[config.mk]
export PLATFORM = sky130hd
export DESIGN_NAME = rot_input_filter
export DESIGN_NICKNAME = d
export VERILOG_FILES = /design/src/rtl/rot_pkg.sv /design/src/rtl/rot_chan_filter.sv /design/src/rtl/rot_input_filter.sv
export SDC_FILE = /design/constraint.sdc
export NUM_CORES = 1
export LEC_CHECK = 0
export BUFFER_PORTS_ARGS = -buffer_cell sky130_fd_sc_hd__buf_2
export CAP_MARGIN = 20
export CORE_ASPECT_RATIO = 2
export CORE_MARGIN = 1.5
export CORE_UTILIZATION = 50
export CTS_BUF_LIST = sky130_fd_sc_hd__clkbuf_16
export CTS_CLUSTER_SIZE = 20
export DETAILED_ROUTE_END_ITERATION = 8
export GPL_TIMING_DRIVEN = 1
export PLACE_DENSITY = 0.75
export SETUP_SLACK_MARGIN = 0.2
export SKIP_CTS_REPAIR_TIMING = 1
export SYNTH_ARGS = -nofsm -noshare
export SYNTH_HDL_FRONTEND = slang
export SYNTH_HIERARCHICAL = 1
export SYNTH_SLANG_ARGS = --single-unit
[constraint.sdc]
create_clock -name clk -period 2.4 [get_ports clk]
set_input_delay 0.36 -clock clk [delete_from_list [all_inputs] [get_ports clk]]
set_output_delay 0.36 -clock clk [all_outputs]
set_load 0.01 [all_outputs]
[src/rtl/rot_pkg.sv]
// Shared constants for the rotary encoder input path.
// Default sizes here are also used by the downstream decoder stage.
package rot_pkg;

    localparam int ROT_GLITCH_W      = 16;
    localparam int ROT_SYNC_STAGES   = 2;
    localparam int ROT_STABLE_CYCLES = 50000;
    localparam int ROT_CNT_W         = 16;

    // Accumulate 0..2 aborts per cycle, pinning at all-ones.
    function automatic logic [ROT_GLITCH_W-1:0] rot_sat_add(
        input logic [ROT_GLITCH_W-1:0] acc,
        input logic [1:0]              inc
    );
        logic [ROT_GLITCH_W:0] sum;
        sum = {1'b0, acc} + (ROT_GLITCH_W + 1)'(inc);
        return sum[ROT_GLITCH_W] ? '1 : sum[ROT_GLITCH_W-1:0];
    endfunction

endpackage

[src/rtl/rot_chan_filter.sv]
// One quadrature channel: synchronizer chain, stability counter,
// registered clean level, change strobe and abort (glitch) pulse.
module rot_chan_filter
    import rot_pkg::*;
#(
    parameter int   SYNC_STAGES   = ROT_SYNC_STAGES,
    parameter int   STABLE_CYCLES = ROT_STABLE_CYCLES,
    parameter int   CNT_W         = ROT_CNT_W,
    parameter logic INIT_LEVEL    = 1'b0
) (
    input  logic clk,
    input  logic rst,
    input  logic raw_in,
    output logic clean,
    output logic edge_pulse,
    output logic abort
);

    localparam logic [CNT_W-1:0] CNT_LAST = CNT_W'(STABLE_CYCLES - 1);

    logic [SYNC_STAGES-1:0] sync_q, sync_d;
    logic [CNT_W-1:0]       cnt_q, cnt_d;
    logic                   clean_q, clean_d;
    logic                   edge_q, edge_d;
    logic                   s;

    always_comb begin
        sync_d  = {sync_q[SYNC_STAGES-2:0], raw_in};
        s       = sync_q[SYNC_STAGES-1];
        cnt_d   = '0;
        clean_d = clean_q;
        edge_d  = 1'b0;
        abort   = (cnt_q != '0) && (s == clean_q);
        // A mismatch that survives the full window is accepted.
        if (s != clean_q) begin
            if (cnt_q == CNT_LAST) begin
                clean_d = s;
                edge_d  = 1'b1;
            end else begin
                cnt_d = cnt_q + 1'b1;
            end
        end
    end

    always_ff @(posedge clk) begin
        if (rst) begin
            sync_q  <= {SYNC_STAGES{INIT_LEVEL}};
            cnt_q   <= '0;
            clean_q <= INIT_LEVEL;
            edge_q  <= 1'b0;
        end else begin
            sync_q  <= sync_d;
            cnt_q   <= cnt_d;
            clean_q <= clean_d;
            edge_q  <= edge_d;
        end
    end

    assign clean      = clean_q;
    assign edge_pulse = edge_q;

endmodule

[src/rtl/rot_input_filter.sv]
// Debounced quadrature front end for the rotary encoder (two channels).
// Define ROT_FILTER_GLITCH_COUNT_EN to add the saturating glitch_count port.
module rot_input_filter
    import rot_pkg::*;
#(
    parameter int   SYNC_STAGES   = ROT_SYNC_STAGES,
    parameter int   STABLE_CYCLES = ROT_STABLE_CYCLES,
    parameter int   CNT_W         = ROT_CNT_W,
    parameter logic INIT_LEVEL    = 1'b0
) (
    input  logic clk,
    input  logic rst,
    input  logic ROT_A,
    input  logic ROT_B,
    output logic rot_a_clean,
    output logic rot_b_clean,
    output logic a_edge,
    output logic b_edge
`ifdef ROT_FILTER_GLITCH_COUNT_EN
    ,
    output logic [ROT_GLITCH_W-1:0] glitch_count
`endif
);

    logic a_abort;
    logic b_abort;

    rot_chan_filter #(
        .SYNC_STAGES  (SYNC_STAGES),
        .STABLE_CYCLES(STABLE_CYCLES),
        .CNT_W        (CNT_W),
        .INIT_LEVEL   (INIT_LEVEL)
    ) u_chan_a (
        .clk       (clk),
        .rst       (rst),
        .raw_in    (ROT_A),
        .clean     (rot_a_clean),
        .edge_pulse(a_edge),
        .abort     (a_abort)
    );

    rot_chan_filter #(
        .SYNC_STAGES  (SYNC_STAGES),
        .STABLE_CYCLES(STABLE_CYCLES),
        .CNT_W        (CNT_W),
        .INIT_LEVEL   (INIT_LEVEL)
    ) u_chan_b (
        .clk       (clk),
        .rst       (rst),
        .raw_in    (ROT_B),
        .clean     (rot_b_clean),
        .edge_pulse(b_edge),
        .abort     (b_abort)
    );

`ifdef ROT_FILTER_GLITCH_COUNT_EN
    logic [ROT_GLITCH_W-1:0] glitch_q, glitch_d;

    always_comb begin
        glitch_d = rot_sat_add(glitch_q, {1'b0, a_abort} + {1'b0, b_abort});
    end

    always_ff @(posedge clk) begin
        if (rst) begin
            glitch_q <= '0;
        end else begin
            glitch_q <= glitch_d;
        end
    end

    assign glitch_count = glitch_q;
`else
    logic unused_abort;
    assign unused_abort = a_abort ^ b_abort;
`endif

endmodule
Word level (Yosys, flattened, before mapping)
Index checks and enable logic that the tools add are counted.
W data, S select, Z words.
- flip-flop bits (word level): 40
- input port bits: 4
- word-level logic and storage cells: 24
- eq/ne operators: 4
- add/sub/neg operators: 2
- bitwise gates (word level): 2
- reductions and logical operators: 6
- multiplexer cells: 2
- operators with widths (kind ; number):
    $add A16 B1 Y16 const B ; 2
    $eq A16 B16 Y1 const B ; 2
    $reduce_or A3 Y1 ; 2
    $reduce_and A2 Y1 ; 2
    $reduce_or A2 Y1 ; 2
    $mux W1 ; 2
    $ne A1 B1 Y1 ; 2
    $not A1 Y1 ; 2

Longest topological paths before layout
Gate-level depths: netlist of run 1.
- depth after elaboration: 3
- mapped depth: 7
- gate-level depth less buffers: 5

Modules after synthesis
Netlist of run 1, hierarchy kept.
- by module, submodules not included (module ; cells an instance ; area an instance (sq um) ; instances):
    rot_chan_filter ; 105 ; 914.6 ; 2

Worst setup path before layout of run 1
Ideal clock, no wire load.
- kind: reg2reg
- start point: register u_chan_a.cnt_q[5]
- end point: register u_chan_a.cnt_q[14]
- data arrival time: 1594 ps
- slack: 691 ps
- setup time: 115 ps
- required time: 2285 ps
- stages on the path, launching flop included: 7
- cell sequence: dfxtp_1 -> or4_4 -> nor4_4 -> or2_1 -> buf_4 -> buf_6 -> nor2_1
- longest elaborated chain between the ends: 2
- elaborated cells on any way between the ends: 3
- RTL lines (item ; RTL line ; text):
    start, declared ; rot_chan_filter.sv:22 ; logic [CNT_W-1:0] cnt_q, cnt_d;
    start signal, assigned ; rot_chan_filter.sv:53 ; cnt_q <= cnt_d;
    parallel branches: the longest is 2 deep, another holds $add A16 B1 Y16 ; - ;
Several ways; the timed one is not identified.
A chain may end at the register's enable or synchronous reset.

Final worst setup path of run 1
- start point: register u_chan_a.cnt_q[7]
- end point: register u_chan_a.cnt_q[6]
- longest elaborated chain between the ends: 2
- RTL lines (item ; RTL line ; text):
    $eq A16 B16 Y1 ; rot_chan_filter.sv:36 ; if (cnt_q == CNT_LAST) begin
    $reduce_or A3 Y1 (no line) ; - ;
No other way between the ends.

==> metrics.csv, run 1 <==
stage;metric;value;unit
clocking;TritonCTS clock tree;done;
worst_setup_path;CP endpoint;u_chan_a/cnt_q[6];
timing;final hold vios;0;
worst_setup_path;Worst Reg-to-Reg Cells;4;
pwr;Power Dens Cells;676;nW/µm²
finish;share of layout cells above drive strength 1;11.0;%
clocking;clock buffer depth;2;
clocking;TritonCTS Buffers;5;
pwr;Peak VDD IR;587;µV
worst_setup_path;Worst Setup Path Type;flop to flop;
pwr;Switch Pwr;263;µW
pwr;Power Total;1.32;mW
worst_setup_path;RR Startpoint;u_chan_a/cnt_q[7];
timing;Setup violations, final;0;
finish;commonest cells after routing, fill and taps aside;40 x dfxtp_1, 38 x nor2_1, 20 x xnor2_1;
pwr;Leakage;0.594;nW
floorplanning;core area;3380;µm²
worst_setup_path;r2r endpoint;u_chan_a/cnt_q[6];
clocking;H-tree levels;2;
global_routing;first-pass GRT wire length;5210;µm
floorplanning;DIE AREA;3950;µm²
worst_setup_path;delay-heaviest family, CP;simple AND/OR/NAND/NOR gates;
worst_setup_path;worst-path cell chain;or4_4, nor4_4, or2_1, nor2_1;
pwr;clock power share;48.1;%
global_routing;total global-route track usage;18.1;%
finish;Nets;216;
logic_synthesis;Mapped Nets;208;
finish;FF+latch area;801;µm²
worst_setup_path;Slowest-stage cell, CP;or4_4;
pwr;Reg power frac;50.8;%
detailed_routing;vias per inst;5.50;
detailed_routing;Post-DRT Antenna Nets;0;
worst_setup_path;Crit. End Element;flop;
placed_design;Post-DP HPWL;2220;µm
logic_synthesis;YS warnings;6;
clocking;worst skew pair latency;0.28;ns
worst_setup_path;delay of the slowest critical-path stage;0.55;ns
placed_design;placer's final routability congestion estimate;0.836;
worst_setup_path;setup slack, reg-to-reg;0.44;ns
pwr;Net Sw Frac;19.9;%
global_routing;largest net degree at the start of global routing;16;
finish;ant diodes;0;
worst_setup_path;critical path arrival;2.11;ns
logic_synthesis;Mapped Cells;200;
logic_synthesis;synthesized area;1780;µm²
timing;Rel. slew slack;65.7;%
timing;fin crit share;81.7;%
outcome;status;complete, no violations;
floorplanning;Placement Rows;30;
detailed_routing;Vias;1325;
finish;Area growth, synth to finish;9.63;%
clocking;CTS clk-pin slew, worst paths;0.06;ns
detailed_routing;# DRC;0;
timing;Clock Skews;0.00636;ns
logic_synthesis;mean post-synth cell area;8.90;µm²
timing;WHS;0.297;ns
timing;Worst-Margin Slew;0.515;ns
timing;post-layout min period;1.96;ns
finish;Finished Cell Area;1950;µm²
run;max cap viols;0;
worst_setup_path;crit path from;u_chan_a/cnt_q[7];
worst_setup_path;CP max FO;15;
detailed_routing;first-pass detailed-route iteration total;4;
worst_setup_path;WP buf/inv;0;
placed_design;number of port buffers;7;
global_routing;vias in the first global route;1272;
timing;Sum Neg Setup Slack;0;ns
timing;RSZ-0062 raised after global routing;no;
finish;Fill cells;316;
worst_setup_path;Stages on worst setup path;4;
floorplanning;Ports;8;
finish;most common cell after layout, fill and taps aside;dfxtp_1;
worst_hold_path;Worst Hold Class;input port to flop;
worst_setup_path;Crit path required time;2.55;ns
floorplanning;Initial Util;52.7;%
clocking;CTS sink count;40;
worst_setup_path;CP Launch Type;flop;
placed_design;Cell Area, Placed;1810;µm²
timing;Fmax;0.510;GHz
pwr;combinational fraction of design power;1.1;%
floorplanning;die width;45.2;µm
global_routing;total grt overflow;0;
timing;Slew Limit Fails;0;
global_routing;antenna violations before repair;0;
floorplanning;die span in y;87.4;µm
detailed_routing;WL final;3080;µm
detailed_routing;DR iter-0 viols;36;
detailed_routing;WL/cell;12.8;µm
clocking;Clock Tree Root;clkbuf_16;
pwr;internal power component;1.06;mW
finish;multi-input logic area;878;µm²
layout make-up:
cell class	count	share of cell area (%)
Multi-Input combinational cell	140	45.0
Sequential cell	40	41.1
Clock buffer	5	6.41
Inverter	14	2.69
Tap cell	32	2.05
Timing Repair Buffer	7	1.80
Clock inverter	3	0.962
power by group through the flow:
stage               Combinational (mW)  Sequential, mW  Clock (mW)
finish                          0.0140           0.671       0.634
CTS                             0.0145           0.670       0.656
detailed placement              0.0144           0.685           0
global placement                0.0139           0.685           0
global route                    0.0160           0.671       0.686
floorplan                       0.0116           0.685           0
worst reg2reg max path: stages, from the launching register on:
cell	delay, ns
dfxtp_1	0.33
or4_4	0.55
nor4_4	0.36
or2_1	0.48
nor2_1	0.11
how the worst min path moves through the flow:
stage,startpoint,endpoint,slack (ns),cells after the start
2_1_floorplan,u_chan_a/sync_q[0],u_chan_a/sync_q[1],0.41,1
3_3_place_gp,u_chan_a/sync_q[0],u_chan_a/sync_q[1],0.43,1
3_5_place_dp,u_chan_b/sync_q[0],u_chan_b/sync_q[1],0.43,1
4_1_cts,ROT_A,u_chan_a/sync_q[0],0.29,2
5_1_grt,ROT_A,u_chan_a/sync_q[0],0.30,2
6_report,ROT_A,u_chan_a/sync_q[0],0.30,2
metal layers:
metal  wire length, µm  vias up  share of wire, %  track usage [%]
li1                  -      676                 -                -
met1              1140      614                37             16.1
met2              1740       25                56             32.6
met3                84       10               2.7             5.19
met4               117        0               3.8             11.8
met5                 0        -                 0                0
state kept, by name, summed over array words and instances, names as in the netlist:
name and cells:
u_chan_a/edge_pulse 1, u_chan_a/clean 1, u_chan_b/clean 1, u_chan_b/edge_pulse 1, u_chan_a/sync_q 2, u_chan_b/cnt_q 16
u_chan_a/cnt_q 16, u_chan_b/sync_q 2
per-stage QoR:
stage               std cells  worst slack, ns  utilization, %
finish                    241            0.440            57.7
global placement          233            0.434            53.5
CTS                       241            0.404            57.7
global route              241            0.324            57.7
floorplan                 200            0.702               -
detailed placement        233            0.410            53.5
(Power assumes the default switching activity.)
==> run 2: changes to the inputs <==
- PLACE_DENSITY: 0.75 -> 0.77
- clock period: 2.4 -> 1.65 ns (I/O delays scaled with it)
==> metrics.csv, run 2 (synthesis results as in run 1) <==
stage;metric;value;unit;change
detailed_routing;WL/cell;15.5;µm;+21%
global_routing;vias in the first global route;1519;;+19%
placed_design;Post-DP HPWL;2590;µm;+17%
floorplanning;Placement Rows;30;;unchanged
clocking;CTS clk-pin slew, worst paths;0.06;ns;about the same
timing;Clock Skews;0.00695;ns;+0.000582 ns
detailed_routing;DR iter-0 viols;24;;-33%
floorplanning;DIE AREA;3950;µm²;unchanged
worst_setup_path;setup slack, reg-to-reg;0.04;ns;-0.40 ns
timing;Fmax;0.621;GHz;+22%
global_routing;total global-route track usage;21.5;%;+3.4 points
finish;Area growth, synth to finish;35.4;%;
clocking;worst skew pair latency;0.28;ns;about the same
worst_hold_path;Worst Hold Class;input port to flop;;
worst_setup_path;CP max FO;7;;-8
finish;multi-input logic area;1020;µm²;+16%
run;max cap viols;0;;unchanged
worst_setup_path;r2r endpoint;u_chan_b/cnt_q[6];;
worst_setup_path;CP Launch Type;flop;;
timing;final hold vios;0;;unchanged
clocking;TritonCTS clock tree;done;;
pwr;Power Total;2.11;mW;+60%
global_routing;antenna violations before repair;0;;unchanged
clocking;CTS sink count;40;;unchanged
clocking;clock buffer depth;2;;unchanged
timing;Setup violations, final;0;;unchanged
pwr;Leakage;0.803;nW;+35%
global_routing;largest net degree at the start of global routing;16;;unchanged
placed_design;number of port buffers;7;;unchanged
worst_setup_path;critical path arrival;1.78;ns;-0.33 ns
worst_setup_path;Worst Reg-to-Reg Cells;5;;+1
finish;FF+latch area;828;µm²;+3.4%
floorplanning;Initial Util;52.7;%;unchanged
detailed_routing;WL final;4160;µm;+35%
floorplanning;die width;45.2;µm;unchanged
timing;post-layout min period;1.61;ns;-0.350 ns
finish;ant diodes;0;;unchanged
timing;Worst-Margin Slew;0.404;ns;-0.111 ns
detailed_routing;Post-DRT Antenna Nets;0;;unchanged
timing;Rel. slew slack;72.8;%;+7.2 points
timing;fin crit share;97.6;%;+16 points
global_routing;total grt overflow;0;;unchanged
finish;commonest cells after routing, fill and taps aside;26 x dfxtp_1, 23 x buf_4, 22 x nor2_1;;
clocking;TritonCTS Buffers;5;;unchanged
detailed_routing;# DRC;0;;unchanged
detailed_routing;vias per inst;5.53;;+0.65%
floorplanning;Ports;8;;unchanged
clocking;H-tree levels;2;;unchanged
pwr;Peak VDD IR;1130;µV;+92%
timing;Sum Neg Setup Slack;0;ns;unchanged
worst_setup_path;RR Startpoint;u_chan_b/cnt_q[13];;
pwr;Power Dens Cells;874;nW/µm²;+29%
timing;RSZ-0062 raised after global routing;yes;;
timing;Slew Limit Fails;0;;unchanged
detailed_routing;first-pass detailed-route iteration total;5;;+1
worst_setup_path;Worst Setup Path Type;flop to flop;;
clocking;Clock Tree Root;clkbuf_16;;
worst_setup_path;Crit path required time;1.82;ns;-0.73 ns
outcome;status;complete, no violations;;
worst_setup_path;crit path from;u_chan_b/cnt_q[13];;
finish;share of layout cells above drive strength 1;41.5;%;+31 points
finish;Fill cells;240;;-24%
worst_setup_path;CP endpoint;u_chan_b/cnt_q[6];;
worst_setup_path;Crit. End Element;flop;;
finish;Nets;243;;+13%
global_routing;first-pass GRT wire length;6200;µm;+19%
floorplanning;core area;3380;µm²;unchanged
finish;Top Registers;u_chan_a/cnt_q x16, u_chan_b/cnt_q x16;;
detailed_routing;Vias;1483;;+12%
placed_design;placer's final routability congestion estimate;0.837;;+0.14%
finish;most common cell after layout, fill and taps aside;dfxtp_1;;
floorplanning;die span in y;87.4;µm;unchanged
## run 2: cell count changes in the layout (fill, tap and decap cells not counted), sizes merged
cell | before | now
bufinv | 0 | 1
buf | 7 | 32
clkinv | 3 | 1
clkinvlp | 0 | 1
clkbuf | 5 | 7
## run 2: layer usage
layer  part of all wire [%]  GRT usage (%)
met4                    2.8           12.8
met2                     58           40.3
met5                      0              0
met3                    1.9           4.77
met1                     37           19.2
## run 2: worst min-delay path by stage
| stage | from | endpoint | slack [ns] | depth (start not counted) |
|---|---|---|---|---|
| floorplan | rst | u_chan_a/sync_q[0] | 0.32 | 1 |
| global placement | u_chan_b/sync_q[0] | u_chan_b/sync_q[1] | 0.42 | 1 |
| detailed placement | u_chan_b/sync_q[0] | u_chan_b/sync_q[1] | 0.44 | 1 |
| CTS | ROT_B | u_chan_b/sync_q[0] | 0.18 | 2 |
| global route | ROT_B | u_chan_b/sync_q[0] | 0.19 | 2 |
| finish | ROT_B | u_chan_b/sync_q[0] | 0.18 | 2 |
## run 2: worst max-delay path, cell delays in order (launching register included)
cell       delay, ns
dfxtp_4         0.36
or4_4           0.54
nor4_4          0.20
or2_4           0.21
clkbuf_16       0.16
nor2_1          0.04
## run 2: power by group
part	total (mW)	switching, mW	internal [mW]
clock network	1.09	0.385	0.710
logic	0.0419	0.0205	0.0214
registers	0.970	0.00423	0.965
## run 2: cell type report
| cell class | instances | share of cell area [%] |
|---|---|---|
| Inverter | 14 | 2.18 |
| Tap cell | 32 | 1.66 |
| Timing Repair Buffer | 34 | 12.4 |
| Clock buffer | 5 | 5.19 |
| Sequential cell | 40 | 34.4 |
| Multi-Input combinational cell | 140 | 42.4 |
| Clock inverter | 3 | 1.77 |
## run 2: stage by stage
step	hold WS, ns	area (µm²)	worst slack, ns	utilization (%)	instances
after global placement	0.420	2050	0.116	60.8	256
after detailed placement	0.438	2050	0.0780	60.8	256
after global routing	0.187	2410	0.00676	71.3	268
final	0.181	2410	0.0397	71.3	268
after floorplan	0.319	1850	0.106	-	200
after CTS	0.176	2220	0.0462	65.8	264
==> run 3: changes to the inputs <==
- ABC_AREA: default -> 1
- GPL_TIMING_DRIVEN: 1 -> 0
==> metrics.csv, run 3 <==
stage;metric;value;unit;change
global_routing;total grt overflow;0;;unchanged
finish;Nets;303;;+25%
timing;WHS;0.171;ns;-0.00972 ns
finish;Top Registers;u_chan_a/cnt_q x16, u_chan_b/cnt_q x16;;
finish;commonest cells after routing, fill and taps aside;64 x nor2_1, 58 x nand2_1, 36 x dfxtp_1;;
run;max cap viols;0;;unchanged
timing;Rel. slew slack;75.8;%;+3.0 points
timing;Slew Limit Fails;0;;unchanged
logic_synthesis;synthesized area;1930;µm²;+8.3%
clocking;CTS sink count;40;;unchanged
global_routing;antenna violations before repair;0;;unchanged
pwr;Leakage;0.751;nW;-6.5%
detailed_routing;WL final;4010;µm;-3.6%
worst_setup_path;critical path arrival;1.54;ns;-0.24 ns
clocking;clock buffer depth;2;;unchanged
timing;post-layout min period;1.37;ns;-0.239 ns
finish;Area growth, synth to finish;20.3;%;
clocking;TritonCTS Buffers;5;;unchanged
detailed_routing;Vias;1679;;+13%
clocking;Clock Tree Root;clkbuf_16;;
timing;Worst-Margin Slew;0.362;ns;-0.0421 ns
floorplanning;Placement Rows;31;;+3.3%
finish;share of layout cells above drive strength 1;14.9;%;-27 points
logic_synthesis;YS warnings;6;;unchanged
clocking;CTS clk-pin slew, worst paths;0.06;ns;about the same
logic_synthesis;Mapped Cells;272;;+36%
global_routing;total global-route track usage;20.4;%;-1.1 points
detailed_routing;# DRC;0;;unchanged
global_routing;vias in the first global route;1567;;+3.2%
timing;fin crit share;83.1;%;-14 points
outcome;status;complete, no violations;;
timing;Sum Neg Setup Slack;0;ns;unchanged
floorplanning;core area;3650;µm²;+7.9%
finish;ant diodes;0;;unchanged
floorplanning;die width;46.9;µm;+3.8%
worst_hold_path;Hold Path Depth;3;;+1
worst_hold_path;Worst Hold Class;input port to flop;;
timing;RSZ-0062 raised after global routing;no;;
placed_design;number of port buffers;7;;unchanged
pwr;Power Dens Cells;830;nW/µm²;-5.1%
worst_setup_path;Crit. End Element;flop;;
worst_setup_path;Worst Setup Path Type;flop to flop;;
worst_setup_path;setup slack, reg-to-reg;0.28;ns;+0.24 ns
finish;most common cell after layout, fill and taps aside;nor2_1;;
placed_design;placed cell count;328;;+28%
detailed_routing;first-pass detailed-route iteration total;4;;-1
floorplanning;Initial Util;52.8;%;+0.18 points
clocking;H-tree levels;2;;unchanged
timing;final hold vios;0;;unchanged
timing;Fmax;0.729;GHz;+17%
placed_design;Cell Area, Placed;2020;µm²;-1.5%
finish;Finished Cell Area;2320;µm²;-3.7%
worst_hold_path;Hold Path End;u_chan_b/sync_q[0];;
timing;Setup violations, final;0;;unchanged
logic_synthesis;mean post-synth cell area;7.08;µm²;-20%
worst_setup_path;Crit path required time;1.81;ns;about the same
placed_design;placer's final routability congestion estimate;0.780;;-6.8%
worst_hold_path;min-delay src;ROT_B;;
detailed_routing;Post-DRT Antenna Nets;0;;unchanged
detailed_routing;vias per inst;4.87;;-12%
floorplanning;die span in y;90.8;µm;+3.9%
floorplanning;DIE AREA;4260;µm²;+7.9%
clocking;TritonCTS clock tree;done;;
detailed_routing;WL/cell;11.6;µm;-25%
detailed_routing;DR iter-0 viols;28;;+17%
global_routing;largest net degree at the start of global routing;13;;-3
clocking;worst skew pair latency;0.28;ns;about the same
worst_setup_path;RR Startpoint;u_chan_a/cnt_q[1];;
worst_setup_path;Worst Reg-to-Reg Cells;9;;+4
pwr;Peak VDD IR;503;µV;-55%
finish;final instance count without filler cells;345;;+29%
worst_setup_path;CP max FO;5;;-2
logic_synthesis;Mapped Nets;280;;+35%
worst_setup_path;r2r endpoint;u_chan_a/cnt_q[5];;
global_routing;first-pass GRT wire length;6350;µm;+2.6%
placed_design;Post-DP HPWL;3000;µm;+16%
timing;Clock Skews;0.00524;ns;-0.00171 ns
pwr;Power Total;1.92;mW;-8.7%
floorplanning;Ports;8;;unchanged
worst_setup_path;CP Launch Type;flop;;
## run 3: power by group
part	internal [mW]	switching [mW]
sequential	0.969	0.00392
combinational	0.0199	0.0209
clock	0.549	0.361
total	1.54	0.385
## run 3: how the worst max path moves through the flow
| stage | from | to | slack, ns | cells past startpoint |
|---|---|---|---|---|
| finish | u_chan_a/cnt_q[1] | u_chan_a/cnt_q[5] | 0.28 | 9 |
| floorplan | u_chan_a/cnt_q[0] | u_chan_a/cnt_q[10] | 0.34 | 9 |
| CTS | u_chan_a/cnt_q[1] | u_chan_a/cnt_q[9] | 0.13 | 9 |
| detailed placement | u_chan_a/cnt_q[1] | u_chan_a/cnt_q[9] | 0.15 | 9 |
| global placement | u_chan_a/cnt_q[0] | u_chan_a/cnt_q[8] | 0.18 | 9 |
| global route | u_chan_b/cnt_q[0] | u_chan_b/cnt_q[6] | 0.19 | 9 |
## run 3: per-stage QoR
stage / worst slack (ns) / utilization, %
detailed placement: 0.145 / 55.5
floorplan: 0.340 / -
finish: 0.278 / 63.6
CTS: 0.135 / 59.3
global placement: 0.180 / 55.5
global route: 0.185 / 63.6
## run 3: routing by layer
metal  vias up  GRT usage [%]  routed length [µm]
li1        892              -                   -
met2        10           40.3                2460
met3         6           4.20                  48
met1       771           16.9                1400
met4         0           8.56                 102
met5         -              0                   0
## run 3: layout make-up
| class | instances | area (µm²) |
|---|---|---|
| tap | 49 | 61.3 |
| clock inverter | 3 | 15.0 |
| buffer | 2 | 30.0 |
| inverter | 32 | 120 |
| clock buffer | 5 | 125 |
| multi-input combinational | 198 | 1010 |
| fill | 352 | 1330 |
| timing repair buffer | 16 | 145 |
| sequential | 40 | 811 |
## run 3: critical path: stages (launching register included)
cell	delay [ns]
dfxtp_4	0.37
ha_4	0.14
nand2_4	0.05
nor2_4	0.16
inv_2	0.07
nor2_4	0.07
nand2_2	0.08
nand2_4	0.12
clkbuf_16	0.16
nor2_1	0.04
